$ cat config.mk
export PLATFORM = sky130hd
export DESIGN_NAME = pipe_spawner
export DESIGN_NICKNAME = d
export VERILOG_FILES = /design/src/rtl/flappy_pkg.sv /design/src/rtl/pipe_slot.sv /design/src/rtl/pipe_spawner.sv
export SDC_FILE = /design/constraint.sdc
export NUM_CORES = 1
export LEC_CHECK = 0
export CAP_MARGIN = 20
export CELL_PAD_IN_SITES_DETAIL_PLACEMENT = 0
export CELL_PAD_IN_SITES_GLOBAL_PLACEMENT = 1
export CORE_ASPECT_RATIO = 0.7
export CORE_MARGIN = 2
export CORE_UTILIZATION = 42
export DETAILED_ROUTE_END_ITERATION = 10
export DONT_BUFFER_PORTS = 1
export HOLD_SLACK_MARGIN = 0.1
export PLACE_DENSITY = 0.75
export SKIP_CTS_REPAIR_TIMING = 1
export SYNTH_ARGS = -nofsm -noshare
export SYNTH_HDL_FRONTEND = slang
export SYNTH_SLANG_ARGS = --single-unit
$ cat constraint.sdc
create_clock -name clk -period 1.9 [get_ports clk]
set_input_delay 0.38 -clock clk [delete_from_list [all_inputs] [get_ports clk]]
set_output_delay 0.38 -clock clk [all_outputs]
set_load 0.005 [all_outputs]
$ cat src/rtl/flappy_pkg.sv
// Shared widths, screen geometry and game state encoding
// for the flappy pipe pipeline.
package flappy_pkg;

    localparam int X_W      = 11;
    localparam int Y_W      = 10;
    localparam int SCREEN_W = 640;
    localparam int SCREEN_H = 480;
    localparam int RND_MAX  = 348;

    typedef enum logic [1:0] {
        IDLE = 2'd0,
        RUN  = 2'd1,
        HALT = 2'd2
    } state_e;

endpackage

$ cat src/rtl/pipe_slot.sv
// One scrolling pipe obstacle: occupancy, right-edge x and gap top,
// with a flag raised when a move carries the pipe across the bird column.
module pipe_slot
    import flappy_pkg::*;
#(
    parameter int STEP   = 2,
    parameter int BIRD_X = 160
) (
    input  logic           clk,
    input  logic           rst,
    input  logic           clr,
    input  logic           load,
    input  logic           move,
    input  logic           kill,
    input  logic [X_W-1:0] load_x,
    input  logic [Y_W-1:0] load_gap,
    output logic           valid,
    output logic [X_W-1:0] x,
    output logic [Y_W-1:0] gap,
    output logic           crossed
);

    logic           valid_q, valid_d;
    logic [X_W-1:0] x_q, x_d;
    logic [Y_W-1:0] gap_q, gap_d;
    logic [X_W-1:0] x_moved;

    assign x_moved = x_q - X_W'(STEP);

    always_comb begin
        valid_d = valid_q;
        x_d     = x_q;
        gap_d   = gap_q;
        if (clr) begin
            valid_d = 1'b0;
            x_d     = '0;
            gap_d   = '0;
        end else if (load) begin
            valid_d = 1'b1;
            x_d     = load_x;
            gap_d   = load_gap;
        end else if (kill) begin
            valid_d = 1'b0;
            x_d     = '0;
            gap_d   = '0;
        end else if (move) begin
            x_d = x_moved;
        end
    end

    always_ff @(posedge clk) begin
        if (rst) begin
            valid_q <= 1'b0;
            x_q     <= '0;
            gap_q   <= '0;
        end else begin
            valid_q <= valid_d;
            x_q     <= x_d;
            gap_q   <= gap_d;
        end
    end

    assign crossed = move && valid_q && !kill
                     && (x_q > X_W'(BIRD_X))
                     && (x_moved <= X_W'(BIRD_X));

    assign valid = valid_q;
    assign x     = x_q;
    assign gap   = gap_q;

endmodule

$ cat src/rtl/pipe_spawner.sv
// Pipe pool manager: run/halt state machine, spacing-driven spawning
// into the lowest free slot, per-tick scrolling and score pulse.
module pipe_spawner
    import flappy_pkg::*;
#(
    parameter int N_PIPES  = 4,
    parameter int SCREEN_W = 640,
    parameter int PIPE_W   = 52,
    parameter int SPACING  = 200,
    parameter int STEP     = 2,
    parameter int GAP_MIN  = 10,
    parameter int GAP_H    = 120,
    parameter int BIRD_X   = 160
) (
    input  logic                   clk,
    input  logic                   rst,
    input  logic                   tick,
    input  logic                   run,
    input  logic                   clear,
    input  logic [9:0]             rnd,
    output logic [N_PIPES-1:0]     pipe_valid,
    output logic [N_PIPES*11-1:0]  pipe_x,
    output logic [N_PIPES*10-1:0]  pipe_gap,
    output logic                   score_pulse,
    output logic                   overflow
);

    if (GAP_MIN + RND_MAX + GAP_H >= SCREEN_H) begin : g_bad_gap
        $error("pipe gap can extend below the screen");
    end

    localparam logic [X_W-1:0] SPAWN_X = X_W'(SCREEN_W + PIPE_W);

    state_e         state_q, state_d;
    logic [X_W-1:0] dist_q, dist_d;
    logic           score_pulse_q, score_pulse_d;
    logic           overflow_q, overflow_d;

    logic [N_PIPES-1:0] slot_valid;
    logic [N_PIPES-1:0] slot_load;
    logic [N_PIPES-1:0] slot_move;
    logic [N_PIPES-1:0] slot_kill;
    logic [N_PIPES-1:0] slot_crossed;
    logic [X_W-1:0]     slot_x [N_PIPES];
    logic [Y_W-1:0]     slot_gap [N_PIPES];

    logic           advance;
    logic           spawn_due;
    logic           any_free;
    logic [Y_W-1:0] new_gap;

    // A tick only counts while running, or when it starts the round from IDLE.
    assign advance = tick && run
                     && ((state_q == IDLE) || (state_q == RUN));
    assign spawn_due = dist_q >= X_W'(SPACING);
    assign new_gap   = Y_W'(GAP_MIN) + rnd;

    always_comb begin
        state_d = state_q;
        if (clear) begin
            state_d = IDLE;
        end else begin
            case (state_q)
                IDLE:    if (tick && run) state_d = RUN;
                RUN:     if (!run) state_d = HALT;
                HALT:    if (run) state_d = RUN;
                default: state_d = IDLE;
            endcase
        end
    end

    // Free is judged on pre-tick occupancy, so a slot dying now stays empty.
    always_comb begin
        slot_load = '0;
        any_free  = 1'b0;
        for (int i = 0; i < N_PIPES; i++) begin
            if (!slot_valid[i] && !any_free) begin
                any_free = 1'b1;
                if (advance && spawn_due) slot_load[i] = 1'b1;
            end
        end
    end

    always_comb begin
        for (int i = 0; i < N_PIPES; i++) begin
            slot_kill[i] = advance && slot_valid[i]
                           && (slot_x[i] <= X_W'(STEP));
            slot_move[i] = advance && slot_valid[i] && !slot_kill[i];
        end
    end

    always_comb begin
        dist_d        = dist_q;
        overflow_d    = overflow_q;
        score_pulse_d = 1'b0;
        if (clear) begin
            dist_d     = X_W'(SPACING);
            overflow_d = 1'b0;
        end else if (advance) begin
            score_pulse_d = |slot_crossed;
            if (spawn_due) begin
                if (any_free) dist_d = X_W'(STEP);
                else          overflow_d = 1'b1;
            end else begin
                dist_d = dist_q + X_W'(STEP);
            end
        end
    end

    always_ff @(posedge clk) begin
        if (rst) begin
            state_q       <= IDLE;
            dist_q        <= X_W'(SPACING);
            score_pulse_q <= 1'b0;
            overflow_q    <= 1'b0;
        end else begin
            state_q       <= state_d;
            dist_q        <= dist_d;
            score_pulse_q <= score_pulse_d;
            overflow_q    <= overflow_d;
        end
    end

    for (genvar i = 0; i < N_PIPES; i++) begin : g_slot
        pipe_slot #(
            .STEP   (STEP),
            .BIRD_X (BIRD_X)
        ) u_slot (
            .clk      (clk),
            .rst      (rst),
            .clr      (clear),
            .load     (slot_load[i]),
            .move     (slot_move[i]),
            .kill     (slot_kill[i]),
            .load_x   (SPAWN_X),
            .load_gap (new_gap),
            .valid    (slot_valid[i]),
            .x        (slot_x[i]),
            .gap      (slot_gap[i]),
            .crossed  (slot_crossed[i])
        );
        assign pipe_x[11*i +: 11]   = slot_x[i];
        assign pipe_gap[10*i +: 10] = slot_gap[i];
    end

    assign pipe_valid  = slot_valid;
    assign score_pulse = score_pulse_q;
    assign overflow    = overflow_q;

endmodule

Yosys cells after proc, flatten, opt, wreduce, memory -nomap -nowiden
Index checks and enable logic that the tools add are counted.

word-level totals
  bits in registers = 103
  input bits = 15
  output and inout port bits = 90
  word-level logic and storage cells = 153

operators by class
  add/subtract/negate cells = 6
  magnitude comparators = 13
  equal/unequal tests = 6
  mux-type cells = 43
  bitwise operators = 2
  reduce and logical (&&, ||, !) cells = 63

operators by type and width
  operator                                                            number
  2-to-1 mux 10 bit                                                   20
  > comparator 11 x 8 -> 1 bit, second input constant                 4
  <= comparator 11 x 2 -> 1 bit, second input constant                4
  <= comparator 11 x 8 -> 1 bit, second input constant                4
  subtractor 11 x 2 -> 11 bit, second input constant                  4
  logical AND 1 bit                                                   34
  2-to-1 mux 11 bit                                                   2
  OR reduction 4 bit                                                  5
  2-to-1 mux 1 bit                                                    17
  nonzero test 3 bit                                                  4
  adder 11 x 2 -> 11 bit, second input constant                       1
  greater-or-equal comparator 11 x 8 -> 1 bit, second input constant  1
  adder 4 x 10 -> 10 bit, first input constant                        1
  logical NOT 1 bit                                                   9
  nonzero test 2 bit                                                  4
  2-to-1 mux 2 bit                                                    3
  != test 2 bit, second input constant                                3
  case mux 2 bit (3 select lines)                                     1
  AND reduction 3 bit                                                 2
  OR reduction 3 bit                                                  1
  equality test 2 x 1 -> 1 bit, second input constant                 1
  equality test 2 bit, second input constant                          1
  logical NOT 2 bit                                                   1
  != test 2 x 1 -> 1 bit, second input constant                       1
  other kinds (4)                                                     5

Depth between registers and ports, before layout
  word-level depth = 12
  depth in mapped cells = 9
  mapped depth without buffers = 8

By module
Synthesis repeated with hierarchy kept, for this count alone.

second synthesis, totals
  cells, all modules = 721
  area total of the unflattened synthesis = 5720.5 um^2

by module, submodules not included
  module        times used  cells each  area each (um^2)  seq. area each (um^2)
  pipe_slot     4           148         1186.1            440.4
  pipe_spawner  1           129         975.9             280.3

Worst setup path before layout
Ideal clock, no wire load.

  path type = reg-to-reg
  start point = register g_slot[2].u_slot.x_q[1]
  end point = register g_slot[2].u_slot.gap_q[3]
  library setup time = 59 ps
  arrival = 1938 ps
  required time = 1841 ps
  path slack = -98 ps
  cell stages (with the launch flop) = 7
  path buffers = 0
  clock period less this slack = 1998 ps
  cells stage by stage = dfxtp_1 -> inv_1 -> ha_1 -> or2_2 -> and4_1 -> a211oi_2 -> a22o_1

on the way
  word-level cells in the longest chain between the ends = 3

RTL lines
  item                           RTL line            RTL
  start: declaration             pipe_slot.sv:24     logic [X_W-1:0] x_q, x_d;
  start signal: assignment       pipe_slot.sv:54     x_q <= '0;
  start signal: assignment       pipe_slot.sv:58     x_q <= x_d;
  <= comparator 11 x 2 -> 1 bit  pipe_spawner.sv:87  && (slot_x[i] <= X_W'(STEP));
  logical AND 1 bit              pipe_spawner.sv:87
  nonzero test 2 bit (no line)   n/a
  end signal: assignment         pipe_slot.sv:59     gap_q <= gap_d;
  end: declaration               pipe_slot.sv:25     logic [Y_W-1:0] gap_q, gap_d;

Every way passes these cells.
A chain may end at the register's enable or synchronous reset.

Worst setup path in the final report
  start point = register state_q[1]
  end point = register score_pulse_q (netlist: score_pulse)

on the way
  word-level cells in the longest chain between the ends = 12
  elaborated cells on any way between the ends = 39
  classes of those cells = eq/ne (1); bitwise (1); reduce/logical (37)

RTL lines
  item                                                               RTL line                                RTL
  start: declaration                                                 pipe_spawner.sv:34                      state_e state_q, state_d;
  start signal: assignment                                           pipe_spawner.sv:117                     state_q <= state_d;
  equality test 2 x 1 -> 1 bit or logical NOT 2 bit (tied branches)  pipe_spawner.sv:54                      && ((state_q == IDLE) || (state_q == RUN));
  logical OR 1 bit (*)                                               pipe_spawner.sv:54
  logical AND 1 bit (*)                                              pipe_spawner.sv:54
  logical AND 1 bit                                                  pipe_spawner.sv:86, pipe_spawner.sv:88
  logical AND 1 bit                                                  pipe_spawner.sv:87
  logical NOT 1 bit                                                  pipe_slot.sv:63, pipe_spawner.sv:88
  logical AND 1 bit                                                  pipe_spawner.sv:88                      slot_move[i] = advance && slot_valid[i] && !slot_kill[i];
  logical AND 1 bit (2 in a row)                                     pipe_slot.sv:63                         assign crossed = move && valid_q && !kill
  logical AND 1 bit                                                  pipe_slot.sv:64                         && (x_q > X_W'(BIRD_X))
  logical AND 1 bit                                                  pipe_slot.sv:65                         && (x_moved <= X_W'(BIRD_X));
  OR reduction 4 bit                                                 pipe_spawner.sv:100                     score_pulse_d = |slot_crossed;
  end signal: assignment                                             pipe_spawner.sv:119                     score_pulse_q <= score_pulse_d;
  end: declaration                                                   pipe_spawner.sv:36                      logic score_pulse_q, score_pulse_d;

Mark *: on every way between the ends. The rest lies on a longest branch, timed or not.

==> metrics.cfg <==
[outcome]
outcome=finished with violations
violations=negative setup slack

[power]
combPwrFrac=0.069
p_total_mw=4.34
p_sw_frac=0.252
clock_power_share=0.451
p_sw_mw=1.10
vdd_drop_max_mv=0.492
p_int_mw=3.25
power.leakage_nw=2.39
power.density_nw_per_um2=692
pwr-share-seq=0.479

[drt]
drt-wirelength-per-cell_um=17.8
wl_um=14800
drt-initial-drc-count=299
viasPerCell=5.63
vias=4684
remaining_drc_errors=0
dr.pass1.iters=5
ant_nets=0

[yosys]
yosysSeqAreaShare=0.390
synth-seq-cells=98
yosysWarningCount=0
async_reset_ff_frac=0
yosysUniqueCellTypes=75
synth_edf_count=0
syn_area_um2=5030
syn_inst=598
synth_area_per_cell_um2=8.42
yosys_most_used_dff=dfxtp_1

[timing]
period_needed_ns=1.91
slew_headroom=0.640
finalCritPeriodShare=1.01
fmax_mhz=523
tns_ns=-0.0123
fin_ws_ns=-0.0123
slew_viol_final=0
tightest_slew_ns=0.534
clock_skew_ns=0.0118
rsz0062_at_grt=true
finalSetupViolations=1
finalHoldViolations=0

[cells_and_area]
fin_area_um2=6280
drive_gt1_frac=0.247
syn2layout_area_growth_pct=24.7
antennaDiodeCount=0
fin_nets=700

[setup_path]
critPathKind=reg2reg
worstReg2RegStart=state_q[1]$_SDFFE_PP0P_
cp-startpoint=state_q[1]$_SDFFE_PP0P_
critPathMaxFanout=4
end_kind=flip-flop
cp-start-kind=flip-flop
required_ns=2.19
cp_data_arrival_time_ns=2.21

[cts]
cts_htree_levels=3
clk_pin_slew_worst_paths_ns=0.07
clock_sinks=98
cts_tree=done
insertion_delay_ns=0.36
clockBufferDepth=2
numCtsBuffers=9
cts-root-buf=clkbuf_16

[die]
ios=105
num_rows=33
start_util=0.431
coreArea_um2=11700
die_h_um=95.6
die_w_um=135
die-area_um2=12900

[global_routing]
grt_pass1_vias=4385
grt_pass1_wl_um=23100
grt_max_degree=21
antenna_found_initial=1
grt-ovfl-total=0
grt_usage=0.227

[placed_design]
place_area_um2=5720
port_buffers=0
place_congestion=0.920
hpwl_um=11000

[flow_run]
max_cap_viol_count=0

[worst_hold_path]
timing.hold.worst.class=in2reg
hold_start=rnd[1]

[sequential cells by signal, indices dropped and copies added, names as in the netlist]
| signal | cells |
|---|---|
| g_slot.u_slot.valid | 4 |
| g_slot.u_slot.x | 40 |
| g_slot.u_slot.gap | 40 |
| overflow | 1 |
| score_pulse | 1 |
| state_q | 2 |
| dist_q | 10 |
[cell families after synthesis]
family                     count (synthesis)  synth area share
and+or+nand+nor                          235             0.237
AOI/OAI and AO/OA                        162             0.226
DFF                                       98             0.390
buffers and inverters                     54            0.0517
xor gates and xnor gates                  32            0.0557
adders and majority gates                 15            0.0373
other                                      1          0.000745
muxes                                      1           0.00199
[cells in the mapped netlist, types with 4 or more instances]
cell,number,area share
a211oi_1,5,0.0075
clkbuf_1,18,0.013
buf_2,6,0.0060
and3_1,4,0.0050
o21ai_1,4,0.0040
xnor2_1,21,0.037
ha_1,15,0.037
a22o_1,16,0.028
or3_1,6,0.0075
a31oi_1,9,0.011
nand3_1,12,0.012
nand4_1,10,0.012
o2bb2ai_2,6,0.018
nand2_1,59,0.044
buf_4,9,0.013
o2bb2ai_1,6,0.010
dfxtp_1,98,0.39
inv_1,17,0.013
a21oi_1,42,0.042
nor4_1,4,0.0050
xor2_1,11,0.019
o21ai_0,37,0.037
and2_1,8,0.0099
nor2_1,70,0.052
nor3_1,30,0.030
[final timing paths]
path | slack [ns] | end | cells past startpoint
max | -0.01 | score_pulse$_SDFF_PP0_ | 5
max reg2reg | -0.01 | score_pulse$_SDFF_PP0_ | 5
min reg2reg | 0.45 | dist_q[8]$_SDFFE_PP0P_ | 2
min | 0.11 | g_slot[2].u_slot.gap[1]$_SDFFE_PP0P_ | 1
[metal layers]
| metal | global-route usage | part of all wire | wire [um] | vias up |
|---|---|---|---|---|
| li1 | - | - | - | 2291 |
| met1 | 0.311 | 0.47 | 6910 | 2243 |
| met2 | 0.352 | 0.45 | 6710 | 138 |
| met3 | 0.0638 | 0.070 | 1040 | 12 |
| met4 | 0.0579 | 0.0080 | 118 | 0 |
| met5 | 0 | 0 | 0 | - |
[critical path, cell delays in order (launching register included)]
cell       delay, ns
dfxtp_1         0.33
nand3b_1        0.29
or4_4           0.57
a2111oi_4       0.36
o221ai_2        0.20
nand4_1         0.12
[cell type report]
class                           count  area (um^2)
Tap cell                          157          196
Multi-Input combinational cell    449         3000
Timing Repair Buffer               95          731
Clock inverter                      7         93.8
Clock buffer                        9          225
Fill cell                        1053         5410
Inverter                           17         63.8
Sequential cell                    98         1970
[power by group through the flow]
stage               sequential, mW  clock [mW]  combinational (mW)
finish                        2.08        1.96               0.301
global route                  2.08        2.07               0.328
CTS                           2.08        1.98               0.286
detailed placement            2.13           0               0.285
global placement              2.13           0               0.281
floorplan                     2.13           0               0.178
[cell usage in the layout, fill, tap and decap left out, drive strengths merged, types with 8 or more instances in the layout]
cell / synthesis / routed
and2: 9 / 9
nor3: 31 / 31
ha: 15 / 15
nor4: 8 / 8
a21oi: 43 / 43
a31oi: 9 / 9
buf: 18 / 93
xor2: 11 / 11
nor2: 70 / 70
nand4: 10 / 10
clkbuf: 19 / 9
o21ai: 42 / 42
inv: 17 / 21
a22o: 16 / 16
xnor2: 21 / 21
dfxtp: 98 / 98
nand3: 12 / 12
nand2: 61 / 61
o2bb2ai: 12 / 12
[through the flow]
stage	setup slack, ns	utilization	hold slack, ns	cells
finish	-0.0123	0.537	0.108	832
global placement	-0.121	0.490	0.436	807
CTS	-0.0998	0.517	0.0820	823
global route	-0.121	0.537	0.115	832
floorplan	0.00757	-	0.419	601
detailed placement	-0.126	0.490	0.440	807
Power figures use the tool's default switching activity.
==> edit 1 (same flow settings) <==
Change the parameter `N_PIPES` from 4 to 8.
--- a/src/rtl/pipe_spawner.sv
+++ b/src/rtl/pipe_spawner.sv
@@ -5,3 +5,3 @@
 #(
-    parameter int N_PIPES  = 4,
+    parameter int N_PIPES  = 8,
     parameter int SCREEN_W = 640,
Interface: changed (resized pipe_gap, pipe_valid and pipe_x); port bits go from 105 to 193. No check against the original RTL was run, so the function may have changed too.
==> edit 1 against the original RTL <==
The run still ends with setup timing left; sequential power up 84%; worst setup slack worse by 0.33 ns; cell area grew 110%; sequential cell count rose by 84; wire length is 110% higher; clock power up 88%; power is 85% higher; area after synthesis up 84%; count of clock-buffer cells in the layout rose by 8; largest power group unchanged.
==> edit 1: results (changes against the original RTL) <==
stage,metric,value,unit,change
outcome,status,finished with violations,,
outcome,violations,setup timing,,
timing,worstMarginPinSlew,0.8804,ns,+0.3462 ns
synth,synthTopCellsByArea,"dfxtp_1, nand2_1, o21ai_0",,
timing,setup_ws,-0.3435,ns,-0.3311 ns
global_routing,grt_max_degree,30,,+43%
worst_setup_path,reg2reg_from,g_slot[4].u_slot.x[2]$_SDFFE_PP0P_,,
drt,wirelength,31590,microns,+110%
timing,setup_violations,38,,+37
drt,ant_nets,0,,unchanged
global_routing,gr-usage-met2,38.38,%,+3.2 points
cts,clkSlewWorstSetupHoldPaths,0.08,ns,
drt,drtIter0Drc,654,,+120%
cts,cts_buffers,17,,+8
global_routing,antenna_found_initial,0,,-1
placement,io_buffers,0,,unchanged
final_layout,antennaDiodeCount,0,,unchanged
power_and_ir_drop,p_leak,5.324,nW,+120%
worst_setup_path,cpPeakStageDelay,0.58,ns,
floorplan,fp.coreArea,0.02162,sq mm,+85%
synth,ys_seq_area_share,39.39,%,+0.42 points
synth,ys_types,82,,+9.3%
placement,globalplace.congestion,0.9253,,+0.61%
timing,fin_skew,0.01133,ns,-0.0004866 ns
worst_setup_path,crit_family,compound AO/OA/AOI/OAI gates,,
drt,num_vias,9719,,+110%
placement,placedInstanceArea,0.01176,sq mm,+110%
cts,clk_latency,0.44,ns,+0.08 ns
drt,wire_per_inst,18.15,microns,+2.2%
global_routing,use_met1,36.45,%,+5.4 points
worst_setup_path,worstRegToRegCells,7,,+2
power_and_ir_drop,p_int,0.005924,W,+82%
placement,dpl.hpwl,22960,microns,+110%
synth,ys_async_sr_fraction,0,%,unchanged
timing,tns,-2.120,ns,-2.108 ns
worst_setup_path,cp_slowest_cell,or4_4,,
drt,dr.pass1.iters,5,,unchanged
worst_setup_path,critPathMaxFanout,4,,unchanged
global_routing,grt_use_met3,6.790,%,+0.41 points
worst_setup_path,critPathLaunchType,register,,
global_routing,grt_pass1_vias,8761,,+100%
synth,synthCells,1152,,+93%
global_routing,grt_first_pass_wirelength,47690,microns,+110%
final_layout,layout.nets,1489,,+110%
worst_setup_path,crit_arrival,2.61,ns,+0.40 ns
global_routing,grt.total_usage,25.59,%,+2.9 points
final_layout,drive_above_1_share,39.30,%,+15 points
cts,root_buffer,clkbuf_16,,
synth,ys_warn_count,0,,unchanged
min_path,hp-class,input port to register,,
cts,cts_buffer_depth,2,,unchanged
placement,place_inst,1665,,+110%
cts,htree_levels,4,,+1
power_and_ir_drop,irDropWorstVdd,0.0006684,V,+36%
synth,synthTopCellsByCount,"dfxtp_1, nand2_1, nor2_1",,
worst_setup_path,cp-endpoint,score_pulse$_SDFF_PP0_,,
final_layout,fillers,1873,,+78%
[edit 1: cell count changes after synthesis, moves of 28 or more]
cell      change
nand2_1      +89
dfxtp_1      +84
o21ai_0      +62
nor2_1       +54
clkbuf_1     +28
[edit 1: worst min path at each step]
stage                                        from                                    to  slack (ns)  cells past startpoint
after floorplan           dist_q[10]$_SDFFE_PP0P_               dist_q[10]$_SDFFE_PP0P_        0.44                      2
after global placement    dist_q[10]$_SDFFE_PP0P_               dist_q[10]$_SDFFE_PP0P_        0.45                      2
after detailed placement                      run               state_q[1]$_SDFFE_PP0P_        0.46                      1
after CTS                                     run               state_q[1]$_SDFFE_PP0P_       -0.02                      1
after global routing                       rnd[3]  g_slot[3].u_slot.gap[3]$_SDFFE_PP0P_        0.18                      2
final                                      rnd[3]  g_slot[3].u_slot.gap[3]$_SDFFE_PP0P_        0.18                      2
[edit 1: per-stage QoR]
step | utilization [%] | setup slack [ns] | hold slack, ns
after floorplan | - | -0.1454 | 0.4383
after global placement | 54.39 | -0.7657 | 0.4534
after detailed placement | 54.39 | -0.6764 | 0.4553
after CTS | 57.20 | -0.7007 | -0.01877
after global routing | 62.30 | -0.4146 | 0.1804
final | 62.30 | -0.3435 | 0.1831
[edit 1: power groups by stage]
stage	Combinational (W)	Sequential, W	Clock, W
2_1_floorplan	0.000224	0.00392	0
3_3_place_gp	0.000398	0.00392	0
3_5_place_dp	0.000400	0.00392	0
4_1_cts	0.000402	0.00383	0.00372
5_1_grt	0.000564	0.00383	0.00389
6_report	0.000533	0.00383	0.00368
[edit 1: cell type report]
| type | instances | area (sq um) | share of cell area, % |
|---|---|---|---|
| multi-input combinational | 876 | 6007 | 44.60 |
| tap | 282 | 352.8 | 2.620 |
| clock inverter | 15 | 181.4 | 1.347 |
| clock buffer | 17 | 425.4 | 3.158 |
| sequential | 182 | 3704 | 27.50 |
| timing repair buffer | 338 | 2671 | 19.83 |
| inverter | 30 | 127.6 | 0.9475 |
[edit 1: layer usage]
metal	up-vias	part of all wire, %
met1	4668	47
met4	0	1.7
met2	306	45
li1	4703	-
met3	42	6.8
met5	-	0
[edit 1: cells by family after synthesis]
group	Yosys count	share of synthesized area, %
xor+xnor	49	4.640
buf+inv	104	5.140
compound gates	304	20.90
flops	182	39.39
simple gates	480	25.65
other cells	1	0.04054
fa+ha+maj	29	3.923
mux	3	0.3246
==> edit 2 (config.mk and constraints unchanged) <==
Without the edit above. Register the output `pipe_x`, cleared by the reset; this adds one clock of latency there. The other outputs are not delayed to match.
--- a/src/rtl/pipe_spawner.sv
+++ b/src/rtl/pipe_spawner.sv
@@ -26,2 +26,4 @@
 );
+
+    logic [N_PIPES*11-1:0] pipe_x_d;
 
@@ -141,3 +143,3 @@
         );
-        assign pipe_x[11*i +: 11]   = slot_x[i];
+        assign pipe_x_d[11*i +: 11]   = slot_x[i];
         assign pipe_gap[10*i +: 10] = slot_gap[i];
@@ -149,2 +151,10 @@
 
+    always_ff @(posedge clk) begin
+        if (rst) begin
+            pipe_x <= '0;
+        end else begin
+            pipe_x <= pipe_x_d;
+        end
+    end
+
 endmodule
Check against the original RTL: not equivalent (a bounded check fails within 4 cycles, from zero or initial values and one cycle with rst high).
==> edit 2 against the original RTL <==
The flow still finishes with violations (setup timing); first-iteration DRC count grew 47%; worst setup slack lost 0.27 ns; via count grew 16%; cell area grew 25%; hold slack is essentially flat; power grew 53%; sequential cell count grew 40; critical endpoint unchanged; cell count grew 19%; clock power grew 73%; count of clock-buffer cells in the layout grew 12; wire length grew 16%; area after synthesis grew 21%; core utilization grew 2.1 points; critical path type unchanged.
==> edit 2: results (changes against the original RTL) <==
stage,metric,value,unit,change
drt,drtIter0Drc,441,,+47%
cts,cts_buffers,17,,+8
drt,dr_wl_met3,1225,microns,+18%
global_routing,grt_max_degree,43,,+100%
power_and_ir_drop,irDropWorstVdd,0.0005335,V,+8.3%
final_layout,multi_input_gates,494,,+10%
global_routing,grt_first_pass_wirelength,26770,microns,+16%
synth,synthTopCellsByCount,"dfxtp_1, nor2_1, nand2_1",,
outcome,status,finished with violations,,
power_and_ir_drop,seqPwrFrac,44.1,%,-3.8 points
global_routing,grt.total_usage,21.90,%,-0.76 points
power_and_ir_drop,p_leak,3.018,nW,+26%
timing,setup_ws,-0.2786,ns,-0.2662 ns
placement,place_ws,-0.2441,ns,-0.1185 ns
final_layout,seq_cell_count,138,,+41%
min_path,hold-path-endpoint,state_q[0]$_SDFFE_PP0P_,,
drt,dr.pass1.iters,6,,+1
worst_setup_path,worstRegToRegCells,8,,+3
drt,met2_length,7591,microns,+13%
placement,dpl.hpwl,12490,microns,+13%
timing,setup_violations,1,,unchanged
min_path,hp-start,run,,
final_layout,fillers,1266,,+20%
global_routing,gr-usage-met2,32.34,%,-2.9 points
placement,globalplace.congestion,0.9089,,-1.2%
final_layout,nClkBuffers,21,,+12
timing,fin_skew,0.007583,ns,-0.004229 ns
worst_setup_path,critPathMaxFanout,2,,-2
final_layout,n_all_inverters,22,,+5
outcome,violations,setup timing,,
global_routing,grt_use_met3,6.114,%,-0.27 points
synth,ys_seq_area_share,45.18,%,+6.2 points
final_layout,sh_seq_area,35.40,%,+4.0 points
final_layout,layout.nets,813,,+16%
cts,htree_levels,4,,+1
drt,met1Wirelength,8184,microns,+18%
worst_setup_path,crit_arrival,2.48,ns,+0.27 ns
cts,clk_latency,0.42,ns,+0.06 ns
power_and_ir_drop,p_clk_share,51.2,%,+6.1 points
final_layout,signal_buffers,110,,+16%
final_layout,multi_input_area,0.003287,sq mm,+9.6%
final_layout,drive_above_1_share,23.87,%,-0.87 points
synth,synthTopCellsByArea,"dfxtp_1, nor2_1, a21oi_1",,
final_layout,buffer_area_share,10.84,%,-0.80 points
power_and_ir_drop,power,0.006633,W,+53%
drt,wire_per_inst,17.41,microns,-2.0%
synth,ys_types,57,,-24%
global_routing,grt_pass1_vias,4994,,+14%
==> edit 2: changes by cell type after synthesis, sizes merged, moves of 6 or more <==
cell	unedited run	this run
dfxtp	98	138
nor2b	4	27
clkbuf	19	37
nand2	61	47
o21a	1	9
o2bb2ai	12	19
a21o	1	7
nand2b	3	9
==> edit 2: logic make-up after synthesis <==
family | synth area share (%)
compound gates | 19.58
xor+xnor | 4.584
fa+ha+maj | 3.233
buf+inv | 5.177
flops | 45.18
mux | 0.1637
other cells | 0.06133
simple gates | 22.02
==> edit 2: metrics by stage <==
stage	cell area (sq um)	instances	hold slack, ns	utilization (%)	setup TNS (ns)
global route	7848	986	0.1066	55.84	-0.6101
CTS	7569	979	0.003447	53.86	-2.919
detailed placement	6964	947	0.4420	49.55	-1.987
floorplan	6200	707	0.4218	-	-0.2831
global placement	6964	947	0.4348	49.55	-0.4957
finish	7848	986	0.1084	55.84	-0.2786
